[config.mk]
export PLATFORM = sky130hd
export DESIGN_NAME = hw1_b_ctrl_seq_flat
export DESIGN_NICKNAME = d
export VERILOG_FILES = /design/src/rtl/hw1_b_ctrl_seq_if.sv /design/src/rtl/hw1_b_ctrl_seq.sv /design/src/flat_wrapper.sv
export SDC_FILE = /design/constraint.sdc
export NUM_CORES = 1
export LEC_CHECK = 0
export CORE_MARGIN = 2
export CORE_UTILIZATION = 40
export CTS_CLUSTER_DIAMETER = 150
export DETAILED_ROUTE_END_ITERATION = 7
export SLEW_MARGIN = 10
export SYNTH_ARGS = -nofsm -noshare
export SYNTH_HDL_FRONTEND = slang
export SYNTH_SLANG_ARGS = --single-unit
[constraint.sdc]
create_clock -name clk -period 4.9 [get_ports clk]
set_input_delay 0.98 -clock clk [delete_from_list [all_inputs] [get_ports clk]]
set_output_delay 0.98 -clock clk [all_outputs]
set_load 0.02 [all_outputs]
[src/rtl/hw1_b_ctrl_seq_if.sv]
// hw1_b_ctrl_seq_if: valid/ready command channel into the control-word sequencer
interface hw1_b_ctrl_seq_if;
    logic        cmd_valid;
    logic        cmd_ready;
    logic [15:0] cmd_ctrl;
    logic [15:0] cmd_data;
    logic [3:0]  cmd_rep;
    modport master (output cmd_valid, cmd_ctrl, cmd_data, cmd_rep, input cmd_ready);
    modport slave (input cmd_valid, cmd_ctrl, cmd_data, cmd_rep, output cmd_ready);
endinterface

[src/rtl/hw1_b_ctrl_seq.sv]
// hw1_b_ctrl_seq: FIFO-buffered control/data word sequencer feeding the 4x16 register file
// Define HW1_SEQ_SELCHK_EN to drop commands whose enabled source selects are out of range.
module hw1_b_ctrl_seq #(
    parameter int DEPTH = 4
) (
    input  logic                   clk,
    input  logic                   rst_n,
    hw1_b_ctrl_seq_if.slave        cmd,
    input  logic                   flush,
    output logic [15:0]            control,
    output logic [15:0]            data,
    output logic                   busy,
    output logic [$clog2(DEPTH):0] level,
    output logic                   err
);
    localparam int AW = $clog2(DEPTH);
    localparam int LW = AW + 1;
    localparam logic [AW:0] FULL = LW'(DEPTH);
    typedef enum logic {IDLE, ISSUE} state_t;
    state_t        state;
    logic [35:0]   mem [DEPTH];
    logic [AW-1:0] wptr, rptr;
    logic [3:0]    rep_cnt;
    logic [15:0]   h_ctrl, h_data;
    logic [3:0]    h_rep;
    logic          push, pop, bad;
    assign {h_ctrl, h_data, h_rep} = mem[rptr];
    assign cmd.cmd_ready = level != FULL;
    assign push = cmd.cmd_valid && cmd.cmd_ready && !flush;
    assign pop = !flush && level != '0 && (state == IDLE || rep_cnt == '0);
    assign busy = state == ISSUE;
`ifdef HW1_SEQ_SELCHK_EN
    // a select >= 4 has its msb set; only matters where that register is written
    assign bad = |(h_ctrl[3:0] & {h_ctrl[6], h_ctrl[9], h_ctrl[12], h_ctrl[15]});
    always_ff @(posedge clk or negedge rst_n)
        if (!rst_n) err <= 1'b0;
        else err <= pop && bad;
`else
    assign bad = 1'b0;
    assign err = 1'b0;
`endif
    always_ff @(posedge clk)
        if (push) mem[wptr] <= {cmd.cmd_ctrl, cmd.cmd_data, cmd.cmd_rep};
    always_ff @(posedge clk or negedge rst_n) begin
        if (!rst_n) begin
            state   <= IDLE;
            control <= '0;
            data    <= '0;
            rep_cnt <= '0;
            level   <= '0;
            wptr    <= '0;
            rptr    <= '0;
        end else if (flush) begin
            state   <= IDLE;
            control <= '0;
            rep_cnt <= '0;
            level   <= '0;
            wptr    <= '0;
            rptr    <= '0;
        end else begin
            level <= level + LW'(push) - LW'(pop);
            if (push) wptr <= wptr + AW'(1);
            if (pop) begin
                rptr <= rptr + AW'(1);
                if (bad) begin
                    control <= '0;
                    state   <= IDLE;
                end else begin
                    control <= h_ctrl;
                    data    <= h_data;
                    rep_cnt <= h_rep;
                    state   <= ISSUE;
                end
            end else if (state == IDLE || rep_cnt == '0) begin
                control <= '0;
                state   <= IDLE;
            end else begin
                rep_cnt <= rep_cnt - 4'd1;
            end
        end
    end
endmodule

[src/flat_wrapper.sv]
// flat-port wrapper written by rule: the top's interface ports become plain ports
module hw1_b_ctrl_seq_flat 
#(
    parameter int DEPTH = 4
)
  (clk, rst_n, flush, control, data, busy, level, err, cmd_cmd_valid, cmd_cmd_ctrl, cmd_cmd_data, cmd_cmd_rep, cmd_cmd_ready);
  hw1_b_ctrl_seq_if cmd_i ();
  input  logic clk;
  input  logic rst_n;
  input  logic flush;
  output logic [15:0] control;
  output logic [15:0] data;
  output logic busy;
  output logic [$clog2(DEPTH):0] level;
  output logic err;
  input wire logic [$bits(cmd_i.cmd_valid)-1:0] cmd_cmd_valid;
  input wire logic [$bits(cmd_i.cmd_ctrl)-1:0] cmd_cmd_ctrl;
  input wire logic [$bits(cmd_i.cmd_data)-1:0] cmd_cmd_data;
  input wire logic [$bits(cmd_i.cmd_rep)-1:0] cmd_cmd_rep;
  output wire logic [$bits(cmd_i.cmd_ready)-1:0] cmd_cmd_ready;
  assign cmd_i.cmd_valid = cmd_cmd_valid;
  assign cmd_i.cmd_ctrl = cmd_cmd_ctrl;
  assign cmd_i.cmd_data = cmd_cmd_data;
  assign cmd_i.cmd_rep = cmd_cmd_rep;
  assign cmd_cmd_ready = cmd_i.cmd_ready;
  hw1_b_ctrl_seq #(.DEPTH(DEPTH)) u_core (.clk(clk), .rst_n(rst_n), .cmd(cmd_i), .flush(flush), .control(control), .data(data), .busy(busy), .level(level), .err(err));
endmodule
## After elaboration in Yosys (flattened, before gate mapping)

Memories as Yosys holds them, arrays and structs flattened.
Index checks and enable logic that the tools add are counted.

- Register bits: 44
- Bits in writable memories: 144
- Output and inout bits: 38
- Word-level logic and storage cells: 45
- Memories: 1

- $add $sub $neg: 5
- Equality and inequality tests: 2
- Mux-type cells: 16
- Bitwise gates (word level): 2
- Reductions and logical operators: 12

Memories:

| memory | words | bits a word | rd ports | clocked after memory_dff | write ports | line | source |
|---|---|---|---|---|---|---|---|
| u_core.mem | 4 | 36 | 1 | 0 | 1 | hw1_b_ctrl_seq.sv:21 | `logic [35:0] mem [DEPTH];` |

Operators with widths:

| operator | number |
|---|---|
| $mux 16 | 3 |
| $mux 4 | 3 |
| $mux 2 | 4 |
| $reduce_bool 3->1 | 2 |
| $mux 1 | 5 |
| $add 2x1->2 const B | 2 |
| $logic_and 1x1->1 | 4 |
| $logic_not 4->1 | 1 |
| $reduce_bool 2->1 | 2 |
| $sub 4x1->4 const B | 1 |
| $add 3x1->3 | 1 |
| $mux 3 | 1 |
| $ne 3x2->1 const B | 1 |
| $ne 3x3->1 const B | 1 |
| $sub 3x1->3 | 1 |
| $not 1->1 | 2 |
| $reduce_and 2->1 | 1 |
| $logic_not 1->1 | 1 |
| $logic_or 1x1->1 | 1 |

## Depth between registers and ports, before layout

- Depth in word-level cells: 6
- Gate-level depth with buffers: 14
- Depth with buffers taken out: 12

## Worst setup path before layout

No wires, ideal clock.

- Path kind: register to register
- From: register u_core.rep_cnt[0]
- To: register u_core.level[2]
- Library setup time: 0.132 ns
- Arrival time: 2.850 ns
- Slack: 1.918 ns
- Cell stages (with the launch flop): 15
- Period minus slack after synthesis: 2.982 ns
- Path through: dfrtp_1 inv_1 ha_1 or3b_1 buf_2 a211oi_4 buf_4 ha_1 inv_1 ha_1 inv_1 fa_1 xor2_1 xnor2_1 nor2_1

- Word-level cells in the longest chain between the ends: 5

Ends and longest elaborated chain:

| what | line | source |
|---|---|---|
| start: declaration | hw1_b_ctrl_seq.sv:23 | `logic [3:0] rep_cnt;` |
| start signal: assignment | hw1_b_ctrl_seq.sv:71 | `rep_cnt <= h_rep;` |
| start signal: assignment | hw1_b_ctrl_seq.sv:78 | `rep_cnt <= rep_cnt - 4'd1;` |
| $logic_not 4->1 | hw1_b_ctrl_seq.sv:30 | `assign pop = !flush && level != '0 && (state == IDLE \|\| rep_cnt == '0);` |
| $logic_or 1x1->1 | hw1_b_ctrl_seq.sv:30 |  |
| $logic_and 1x1->1 | hw1_b_ctrl_seq.sv:30 |  |
| $sub 3x1->3 | hw1_b_ctrl_seq.sv:61 | `level <= level + LW'(push) - LW'(pop);` |
| $mux 3 | hw1_b_ctrl_seq.sv:53 | `end else if (flush) begin` |
| end signal: assignment | hw1_b_ctrl_seq.sv:61 |  |
| end: declaration | hw1_b_ctrl_seq.sv:13 | `output logic [$clog2(DEPTH):0] level,` |

No other way between the ends.
A chain may end at the register's enable or synchronous reset.

## Final worst setup path

- From: input flush
- To: register u_core.level[2]

- Word-level cells in the longest chain between the ends: 5
- Elaborated cells on any way between the ends: 7

Ends and longest elaborated chain:

| what | line | source |
|---|---|---|
| start: declaration | flat_wrapper.sv:10 | `input logic flush;` |
| $logic_not 1->1 | hw1_b_ctrl_seq.sv:29, hw1_b_ctrl_seq.sv:30 |  |
| $logic_and 1x1->1, on equally long branches | hw1_b_ctrl_seq.sv:29, hw1_b_ctrl_seq.sv:30 |  |
| $add 3x1->3 / $logic_and 1x1->1 (equally long branches) | hw1_b_ctrl_seq.sv:61, hw1_b_ctrl_seq.sv:30 |  |
| $sub 3x1->3 | hw1_b_ctrl_seq.sv:61 |  |
| $mux 3 (*) | hw1_b_ctrl_seq.sv:53 |  |

Every way passes the cells marked *; elsewhere a longest branch is shown, timed or not.

==> results.cfg <==
[power]
p_sw_w = 0.001357
power.internal_w = 0.003410
vdd_drop_max_uv = 300.0
clock_power_share_pct = 27.6
p_leak_nw = 3.000
combinationalPowerShare_pct = 27.4
finalPower_w = 0.004767
seqPwrFrac_pct = 45.0
swShare_pct = 28.47
power_density_nw_per_um2 = 548.3

[grt]
overflow = 0
grt.total_usage_pct = 14.83
grt_pass1_wl_um = 20270
antenna_found_initial = 0
grt_max_degree = 45
grt_pass1_vias = 3631

[synth]
yosys.area_share.simple_pct = 2.342
synth_warnings = 0
ys_ff_latch = 188
synthAdderAreaFrac_pct = 1.678
synth_enable_flop_cells = 144
ys_dominant_reg_cell = edfxtp_1
synth.area.top_cells = edfxtp_1 60%, dfrtp_1 15%, mux4_2 11%, mux2_4 2.1%, a22o_1 2.0%
synth_top_family_by_area = multiplexers
synth_compound_gate_area_share_pct = 2.919
synth.avg_cell_area_um2 = 20.99
yosys.cell_types.count = 35
synth.cell_area_um2 = 7158
synth_seq_area_share_pct = 75.79
synth_xor_area_share_pct = 0.6118
muxShareOfSynthArea_pct = 14.81
synthTopCellsByCount = 144 x edfxtp_1, 44 x dfrtp_1, 36 x mux4_2
synth_most_common_cell = edfxtp_1
syn-instance-count = 341
async_flop_share_pct = 23.40
synth_nets = 390
yosys.area.top_type = edfxtp_1
yosysTopAreaCellShare_pct = 60.41

[setup_path]
crit_chain = clkdlybuf4s50_1 > a211oi_4 > ha_1 > inv_1 > ha_1 > inv_1 > fa_1 > xor2_1 > xnor2_1 > nor2_1
cp_max_fo = 15
crit_slowest_cell = clkdlybuf4s50_1
cp_top_family = buffers and inverters
r2r_slack_ns = 2.10
cp_num_buf_inv = 3
critPathRequiredTime_ns = 5.19
cp.arrival_ns = 3.25
cp-end-kind = flip-flop
crit_type = in2reg
worst_setup_path_start_kind = input pin
cp_slowest_stage_delay_ns = 0.72

[timing]
rsz0062_at_grt = no
hold_violations = 0
finalSetupTns_ns = 0
tightest_slew_ns = 1.023
max_clock_freq_mhz = 337.3
slew_headroom_pct = 31.80
min_period_over_period_pct = 60.50
fin_skew_ns = 0.009012
drv_slew = 0
whs_ns = 0.4908
setup_viol = 0
final.min_clock_period_ns = 2.965

[final_layout]
synthToLayoutAreaGrowth_pct = 21.46
drive_gt1_share_pct = 21.43
fin_nets = 470
insertedDiodeCount = 0
final.fill_count = 1424

[routing]
viasPerCell = 5.011
wl_per_cell_um = 19.31
drc_errors = 0
vias = 3302
ant_nets = 0
first_pass_iters = 6
wirelength_um = 12720
drt_iter0_markers = 202

[clock_network]
clock-sinks = 188
cts_setup_buffers = 0
cts-htree-levels = 4
cts_root_buf = clkbuf_16
path_clk_slew_ns = 0.07
cts_max_path_buffers = 2
cts_resized = 0
cts_inserted_buffers = 17
clkLatencyLatePin_ns = 0.42
postCtsHoldBufs = 0
cts_tree = built

[floorplanning]
core_um2 = 17420
start_util_pct = 41.10
die_h_um = 137.8
rows = 48
ioPinCount = 78
dieArea_um2 = 18980
chipWidth_um = 137.8

[job]
max-cap-violations = 0

[placement]
dp_hpwl_um = 7425
place_congestion = 0.7443
portBuffers = 76

[hold_path]
hold_path.class = reg2reg

[outcome]
status = complete, no violations
[final timing paths]
path / startpoint / endpoint / cells past startpoint
max reg2reg: u_core.rep_cnt[0]$_DFFE_PN0P_ / u_core.level[2]$_DFF_PN0_ / 12
max: flush / u_core.level[2]$_DFF_PN0_ / 10
max in group asynchronous: rst_n / u_core.rptr[1]$_DFFE_PN0P_ / 1
min reg2reg: u_core.data[1]$_DFFE_PN0P_ / u_core.data[1]$_DFFE_PN0P_ / 1
min: u_core.data[1]$_DFFE_PN0P_ / u_core.data[1]$_DFFE_PN0P_ / 1
min in group asynchronous: rst_n / u_core.data[10]$_DFFE_PN0P_ / 1
[state kept, by name, summed over array words and instances, names as in the netlist]
name,cells
u_core.level,3
u_core.wptr,2
u_core.control,16
u_core.busy,1
u_core.mem,144
u_core.rptr,2
u_core.rep_cnt,4
u_core.data,16
[logic make-up (layout without fill, tap and decap cells)]
group | count (synthesis) | count (layout)
AOI/OAI and AO/OA | 25 | 25
xor gates and xnor gates | 5 | 5
adders and majority gates | 9 | 9
buffers and inverters | 25 | 118
DFF | 188 | 188
muxes | 55 | 55
other | 1 | 1
and+or+nand+nor | 33 | 33
[metal layers]
layer	routed length, um	up-vias	share of wire, %	track usage (%)
li1	-	1507	-	-
met5	0	-	0	0
met1	5456	1721	43	18.57
met2	6679	63	52	25.37
met4	180	0	1.4	5.442
met3	407	11	3.2	3.348
[through the flow]
stage | util [%] | instances | setup slack (ns) | area, um2
after global placement | 46.62 | 627 | 1.564 | 8119
after CTS | 49.91 | 659 | 1.939 | 8692
after global routing | 49.92 | 659 | 1.817 | 8695
after floorplan | - | 341 | 1.918 | 7158
after detailed placement | 46.62 | 627 | 1.529 | 8119
final | 49.92 | 659 | 1.935 | 8695
[worst reg2reg max path, delay by kind of cell (launching register included)]
family | cells | cell delay, ns
adder cells (fa/ha/maj) | 4 | 0.94
AND/OR/NAND/NOR | 2 | 0.53
flip-flops | 1 | 0.40
XOR/XNOR | 2 | 0.32
AO/OA/AOI/OAI | 1 | 0.29
buffers and inverters | 3 | 0.20
[power groups by stage]
stage               logic, W  clock network, W  registers, W
global route         0.00143           0.00140       0.00219
finish               0.00131           0.00131       0.00215
detailed placement   0.00133                 0       0.00219
floorplan           0.000803                 0       0.00223
global placement     0.00131                 0       0.00218
CTS                  0.00133           0.00135       0.00216
[cells in the final DEF, fill, tap and decap left out, types with 2 or more instances in the layout]
master	netlist	routed
mux2_1	2	2
mux4_2	36	36
dfrtp_1	44	42
nand2_1	10	10
a22o_1	16	16
xnor2_1	4	4
clkinv_2	0	3
mux2_4	10	10
mux2i_1	2	2
edfxtp_1	144	144
nor3_1	2	2
dfrtp_2	0	2
nand3b_1	2	2
clkbuf_1	6	2
clkdlybuf4s50_1	0	75
ha_1	8	8
a31oi_1	2	2
clkinvlp_4	0	3
and2_2	0	4
inv_1	8	8
buf_4	2	3
nand3_1	3	3
mux2_2	5	5
clkbuf_8	0	4
nor2_1	7	7
a21oi_1	4	4
clkbuf_16	0	17
[cell type report]
class / instances / area (um2) / share of cell area (%)
inverter: 8 / 30.03 / 0.3454
timing repair buffer: 78 / 773.2 / 8.893
clock buffer: 23 / 488.0 / 5.612
tap: 225 / 281.5 / 3.238
multi-input combinational: 128 / 1609 / 18.51
clock inverter: 9 / 85.08 / 0.9786
sequential: 188 / 5428 / 62.43
Note: power is estimated with default switching activity, not from simulation.
